==> config.mk <==
export PLATFORM = sky130hd
export DESIGN_NAME = glyph_scan_driver
export DESIGN_NICKNAME = d
export VERILOG_FILES = /design/src/rtl/word_pkg.sv /design/src/rtl/glyph_decode.sv /design/src/rtl/glyph_scan_driver.sv
export SDC_FILE = /design/constraint.sdc
export NUM_CORES = 1
export LEC_CHECK = 0
export CORE_AREA = 2 2 71 107
export DETAILED_ROUTE_END_ITERATION = 8
export DIE_AREA = 0 0 73 109
export GPL_TIMING_DRIVEN = 0
export PLACE_DENSITY = 0.6
export SYNTH_ARGS = -nofsm -noshare
export SYNTH_HDL_FRONTEND = slang
export SYNTH_SLANG_ARGS = --single-unit
export TNS_END_PERCENT = 10
==> constraint.sdc <==
create_clock -name clk -period 2.2 [get_ports clk]
set_input_delay 0.44 -clock clk [delete_from_list [all_inputs] [get_ports clk]]
set_output_delay 0.44 -clock clk [all_outputs]
set_load 0.05 [all_outputs]
==> src/rtl/word_pkg.sv <==
// Glyph code map shared by word_gen (producer) and glyph_scan_driver (consumer).
// Codes 0..15 are hex digits; the letters, symbols and blanks follow.
package word_pkg;

  typedef logic [4:0] glyph_t;

  localparam glyph_t GLYPH_H     = 5'd16;
  localparam glyph_t GLYPH_J     = 5'd17;
  localparam glyph_t GLYPH_U     = 5'd18;
  localparam glyph_t GLYPH_N     = 5'd19;
  localparam glyph_t GLYPH_R     = 5'd20;
  localparam glyph_t GLYPH_P     = 5'd21;
  localparam glyph_t GLYPH_L     = 5'd22;
  localparam glyph_t GLYPH_G     = 5'd23;
  localparam glyph_t GLYPH_Y     = 5'd24;
  localparam glyph_t GLYPH_T     = 5'd25;
  localparam glyph_t GLYPH_DASH  = 5'd26;
  localparam glyph_t GLYPH_UNDER = 5'd27;
  localparam glyph_t GLYPH_O     = 5'd28;
  localparam glyph_t GLYPH_C     = 5'd29;
  localparam glyph_t GLYPH_BLANK = 5'd30;
  localparam glyph_t GLYPH_END   = 5'd31;

  localparam logic [6:0] SEG_OFF = 7'h7F;

endpackage

==> src/rtl/glyph_decode.sv <==
// Combinational glyph code to active-low segment pattern, bit order {g,f,e,d,c,b,a}.
module glyph_decode
  import word_pkg::*;
(
  input  glyph_t     code_i,
  output logic [6:0] seg_o
);

  // Lookup of lit segments per glyph; a 0 bit lights the segment
  always_comb begin
    seg_o = SEG_OFF;
    case (code_i)
      5'd0:        seg_o = 7'h40;
      5'd1:        seg_o = 7'h79;
      5'd2:        seg_o = 7'h24;
      5'd3:        seg_o = 7'h30;
      5'd4:        seg_o = 7'h19;
      5'd5:        seg_o = 7'h12;
      5'd6:        seg_o = 7'h02;
      5'd7:        seg_o = 7'h78;
      5'd8:        seg_o = 7'h00;
      5'd9:        seg_o = 7'h10;
      5'd10:       seg_o = 7'h08;
      5'd11:       seg_o = 7'h03;
      5'd12:       seg_o = 7'h46;
      5'd13:       seg_o = 7'h21;
      5'd14:       seg_o = 7'h06;
      5'd15:       seg_o = 7'h0E;
      GLYPH_H:     seg_o = 7'h09;
      GLYPH_J:     seg_o = 7'h61;
      GLYPH_U:     seg_o = 7'h41;
      GLYPH_N:     seg_o = 7'h2B;
      GLYPH_R:     seg_o = 7'h2F;
      GLYPH_P:     seg_o = 7'h0C;
      GLYPH_L:     seg_o = 7'h47;
      GLYPH_G:     seg_o = 7'h42;
      GLYPH_Y:     seg_o = 7'h11;
      GLYPH_T:     seg_o = 7'h07;
      GLYPH_DASH:  seg_o = 7'h3F;
      GLYPH_UNDER: seg_o = 7'h77;
      GLYPH_O:     seg_o = 7'h23;
      GLYPH_C:     seg_o = 7'h27;
      GLYPH_BLANK: seg_o = SEG_OFF;
      GLYPH_END:   seg_o = SEG_OFF;
      default:     seg_o = SEG_OFF;
    endcase
  end

endmodule

==> src/rtl/glyph_scan_driver.sv <==
// Four-digit common-anode scan driver: per-frame snapshot of glyph codes,
// per-slot dead-time, registered active-low segment/digit outputs.
module glyph_scan_driver
  import word_pkg::*;
#(
  parameter int unsigned REFRESH_DIV  = 50000,
  parameter int unsigned BLANK_CYCLES = 64
) (
  input  logic       clk,
  input  logic       reset,
  input  logic       enable,
  input  logic [4:0] A,
  input  logic [4:0] B,
  input  logic [4:0] C,
  input  logic [4:0] D,
  input  logic [3:0] dp_in,
  output logic [6:0] seg,
  output logic       dp,
  output logic [3:0] dig,
  output logic       frame_done
);

  localparam int unsigned CNT_W = (REFRESH_DIV > 1) ? $clog2(REFRESH_DIV) : 1;

  logic [CNT_W-1:0] cnt_q, cnt_d;
  logic [1:0]       idx_q, idx_d;
  logic             snap_pending_q, snap_pending_d;
  glyph_t [3:0]     shadow_q, shadow_d;
  logic [3:0]       shadow_dp_q, shadow_dp_d;
  logic [6:0]       seg_q, seg_d;
  logic             dp_q, dp_d;
  logic [3:0]       dig_q, dig_d;
  logic             frame_done_q, frame_done_d;

  logic             terminal_s;
  logic             snap_s;
  logic             blank_s;
  logic [6:0]       dec_seg_s;

  assign terminal_s = (cnt_q == CNT_W'(REFRESH_DIV - 1));
  assign snap_s     = enable & (snap_pending_q | (terminal_s & (idx_q == 2'd3)));
  assign blank_s    = (cnt_q < CNT_W'(BLANK_CYCLES));

  glyph_decode u_decode (
    .code_i (shadow_q[idx_q]),
    .seg_o  (dec_seg_s)
  );

  // Next-state: scan counter, frame snapshot and output pattern for the current slot
  always_comb begin
    cnt_d          = cnt_q;
    idx_d          = idx_q;
    snap_pending_d = snap_pending_q;
    shadow_d       = shadow_q;
    shadow_dp_d    = shadow_dp_q;
    seg_d          = SEG_OFF;
    dp_d           = 1'b1;
    dig_d          = 4'hF;
    frame_done_d   = 1'b0;
    if (enable) begin
      if (terminal_s) begin
        cnt_d = '0;
        idx_d = idx_q + 2'd1;
      end else begin
        cnt_d = cnt_q + CNT_W'(1);
      end
      if (snap_s) begin
        shadow_d       = {D, C, B, A};
        shadow_dp_d    = dp_in;
        snap_pending_d = 1'b0;
        frame_done_d   = 1'b1;
      end else begin
        frame_done_d   = 1'b0;
      end
      // Outputs reflect the pre-edge slot, so a wrap-time snapshot shows first in slot 0
      if (blank_s) begin
        dig_d = 4'hF;
      end else begin
        dig_d = ~(4'b0001 << idx_q);
        seg_d = dec_seg_s;
        dp_d  = ~shadow_dp_q[idx_q];
      end
    end else begin
      cnt_d          = '0;
      idx_d          = 2'd0;
      snap_pending_d = 1'b1;
    end
  end

  // State and output registers with synchronous active-low reset
  always_ff @(posedge clk) begin
    if (!reset) begin
      cnt_q          <= '0;
      idx_q          <= 2'd0;
      snap_pending_q <= 1'b1;
      shadow_q       <= {4{GLYPH_BLANK}};
      shadow_dp_q    <= 4'h0;
      seg_q          <= SEG_OFF;
      dp_q           <= 1'b1;
      dig_q          <= 4'hF;
      frame_done_q   <= 1'b0;
    end else begin
      cnt_q          <= cnt_d;
      idx_q          <= idx_d;
      snap_pending_q <= snap_pending_d;
      shadow_q       <= shadow_d;
      shadow_dp_q    <= shadow_dp_d;
      seg_q          <= seg_d;
      dp_q           <= dp_d;
      dig_q          <= dig_d;
      frame_done_q   <= frame_done_d;
    end
  end

  assign seg        = seg_q;
  assign dp         = dp_q;
  assign dig        = dig_q;
  assign frame_done = frame_done_q;

endmodule
==> qor.csv <==
metric,value,unit
Worst Setup End Kind,flip-flop,
clock buffer depth,2,
fin cells,423,
hold path startpoint,cnt_q[0],
P&R area growth vs syn,25.2,%
num rows,38,
worst reg2reg path depth,8,
number of global-route vias before repair,2054,
Post-synth EDFFs,0,
n_diodes,0,
CP startpoint kind,flip-flop,
worst r2r dst,seg[5],
final worst slack,0.0318,ns
RSZ-0062 raised after global routing,true,
gpl congestion,0.868,
Max VDD drop,0.000286,V
TritonRoute pass-1 iters,4,
"top cells by area, synth","dfxtp_1 (41%), mux2i_1 (9.8%), ha_1 (5.0%), mux4_2 (4.9%), nand2_1 (4.8%)",
fin nets,381,
Max-cap violations,0,
total DRC errors in the routed layout,0,
RR Startpoint,idx_q[0],
status,"finished, final reports clean",
Post-Syn Nets,322,
synthesis-stage register bit count,56,
Power per Cell Area,544,mW/mm²
Die ar.,0.00796,mm²
Netlist cell types,46,
sequential area share after synthesis,0.406,
WP data required,2.35,ns
CP Max Fanout,5,
Root Buffer,clkbuf_8,
Synth area leader,dfxtp_1,
ANT nets after route,0,
Detailed Place HPWL,4160,µm
crit path from,idx_q[0],
setup violators final,0,
Critical Path AT,2.32,ns
Worst-path clk slew,0.10,ns
pre-CTS setup slack,-0.272,ns
DIE WIDTH,73,µm
CTS Buf Count,5,
vias per inst,5.08,
Sink Count,56,
Main synth FF type,dfxtp_1,
Top Ports,40,
IO buf count,38,
Async SR Flop Fraction,0,
initial antenna violation count,0,
CTS tree,built,
Slew headroom,0.322,
period utilisation layout,0.986,
initial core utilization,0.390,
mapped cell area,0.00276,mm²
die outline height,109,µm
Core ar.,0.00708,mm²
largest net degree at the start of global routing,17,
CP Class,reg2reg,
placed cells,402,
"Hold Vio Cnt, Final",0,
share of layout cells above drive strength 1,0.163,
Post-Route WL,5780,µm
Slew @ Worst Pin,1.01,ns
hold endpoint,cnt_q[0],
crit path time final,2.17,ns
Hold Crit Depth,1,
post-synth top area share,0.406,
Min-Delay Path Class,reg2reg,
Synth Instances,284,
htree depth,2,
max-slew violation count,0,
average cell area after synthesis,9.72,µm²
CTS Hold Bufs,0,
total number of vias,2148,
Setup TNS,0,ns
clock skew,0.00479,ns
Worst-Skew Late Latency,0.31,ns
fillers,672,
WL/cell,13.7,µm
synth warn,0,
leakage,1.39,nW
r2r setup slk,0.03,ns
global route total overflow,0,
first-pass GRT wire length,9890,µm
Initial DRC Count,118,
Fmax,461,MHz
total track usage,0.158,
==> synth_stat cells (2+ instances only) <==
library cell,count
nand2_1,35
o211ai_1,3
o21ai_0,7
a21oi_1,6
buf_4,3
dfxtp_1,56
xor2_1,8
inv_1,9
nor3_1,7
nor2_1,28
mux4_2,6
buf_6,5
mux2i_1,27
mux2_2,3
clkbuf_1,3
nand3b_1,2
nand3_1,8
a31oi_1,4
nand4_1,3
buf_2,4
nor3b_2,2
o21ai_1,2
and3_1,4
nor2b_1,9
ha_1,11
xnor2_1,9
==> cells by family after synthesis <==
family                     after synthesis  share of synthesized area
AOI/OAI and AO/OA                       31                     0.0843
muxes                                   36                      0.159
xor gates and xnor gates                17                     0.0539
DFF                                     56                      0.406
adders and majority gates               11                     0.0498
buffers and inverters                   24                     0.0521
and+or+nand+nor                        109                      0.195
==> report_power, final <==
group | switching [W] | total [W] | internal, W | leakage [nW]
Sequential | 0.0000185 | 0.00106 | 0.00104 | 0.458
Combinational | 0.000121 | 0.000257 | 0.000137 | 0.896
Clock | 0.000337 | 0.000561 | 0.000224 | 0.0417
Total | 0.000477 | 0.00188 | 0.00140 | 1.39
==> worst max-delay path, cell delays in order, from the launching register on <==
cell	delay [ns]
dfxtp_2	0.35
buf_6	0.12
buf_8	0.10
mux4_2	0.56
buf_4	0.18
ha_2	0.20
mux2_2	0.29
a21oi_2	0.13
o211ai_1	0.08
==> repair_timing <==
| item | 4_1_cts | 5_1_grt |
|---|---|---|
| setup endpoints to repair | 6 | 5 |
| setup buffers | 10 | 4 |
| gates resized for setup | 5 | 4 |
| gates cloned | 0 | 0 |
==> how the worst max path moves through the flow <==
stage	endpoint	slack, ns
2_1_floorplan	seg[6]	0.01
3_5_place_dp	seg[1]	-0.27
5_1_grt	seg[5]	-0.03
6_report	seg[5]	0.03
4_1_cts	seg[5]	0.002
3_3_place_gp	seg[1]	-0.27
==> per-layer routing <==
layer,share of wire,track usage
met5,0,0
met4,0.018,0.0622
met3,0.025,0.0231
met2,0.51,0.270
met1,0.45,0.198
==> sequential cells by signal, summed over array words and instances (netlist names) <==
register,cells
cnt_q,16
dig,4
dp,1
frame_done,1
idx_q,2
seg,7
shadow_dp_q,4
shadow_q,20
snap_pending_q,1
==> placed cells by master, fill, tap and decap left out, types with 2 or more instances in the layout <==
| master | instances |
|---|---|
| nand3b_1 | 2 |
| clkbuf_8 | 5 |
| inv_1 | 8 |
| nor2b_2 | 2 |
| nor3_2 | 2 |
| and3_1 | 4 |
| nor2_1 | 28 |
| ha_2 | 2 |
| nor3b_2 | 2 |
| nand2_1 | 35 |
| dfxtp_1 | 55 |
| mux2_2 | 3 |
| xor2_1 | 8 |
| clkbuf_1 | 4 |
| xnor2_1 | 9 |
| nor3_1 | 6 |
| mux2i_1 | 27 |
| clkdlybuf4s50_1 | 38 |
| nand3_1 | 8 |
| buf_4 | 17 |
| mux4_2 | 6 |
| o21ai_1 | 2 |
| buf_6 | 4 |
| ha_1 | 9 |
| buf_2 | 3 |
| o21ai_0 | 7 |
| a31oi_1 | 4 |
| o211ai_1 | 3 |
| nand4_1 | 3 |
| nor2b_1 | 8 |
| a21oi_1 | 5 |
==> stage by stage <==
step	cell area (µm²)	hold slack, ns	util	power [W]
global route	3460	0.474	0.488	0.00198
detailed placement	3240	0.440	0.458	0.00133
global placement	3240	0.430	0.458	0.00132
CTS	3410	0.454	0.481	0.00190
floorplan	2760	0.417	-	0.00124
finish	3460	0.452	0.488	0.00188
==> area by class of cell <==
class                           count  area (µm²)  share of cell area
Sequential cell                    56        1120               0.325
Inverter                            9        33.8             0.00977
Multi-Input combinational cell    204        1520               0.439
Buffer                             15         116              0.0336
Tap cell                           80         100              0.0289
Timing Repair Buffer               52         485               0.140
Clock buffer                        6        72.6              0.0210
Clock inverter                      1        8.76             0.00253
Power figures use the tool's default switching activity.
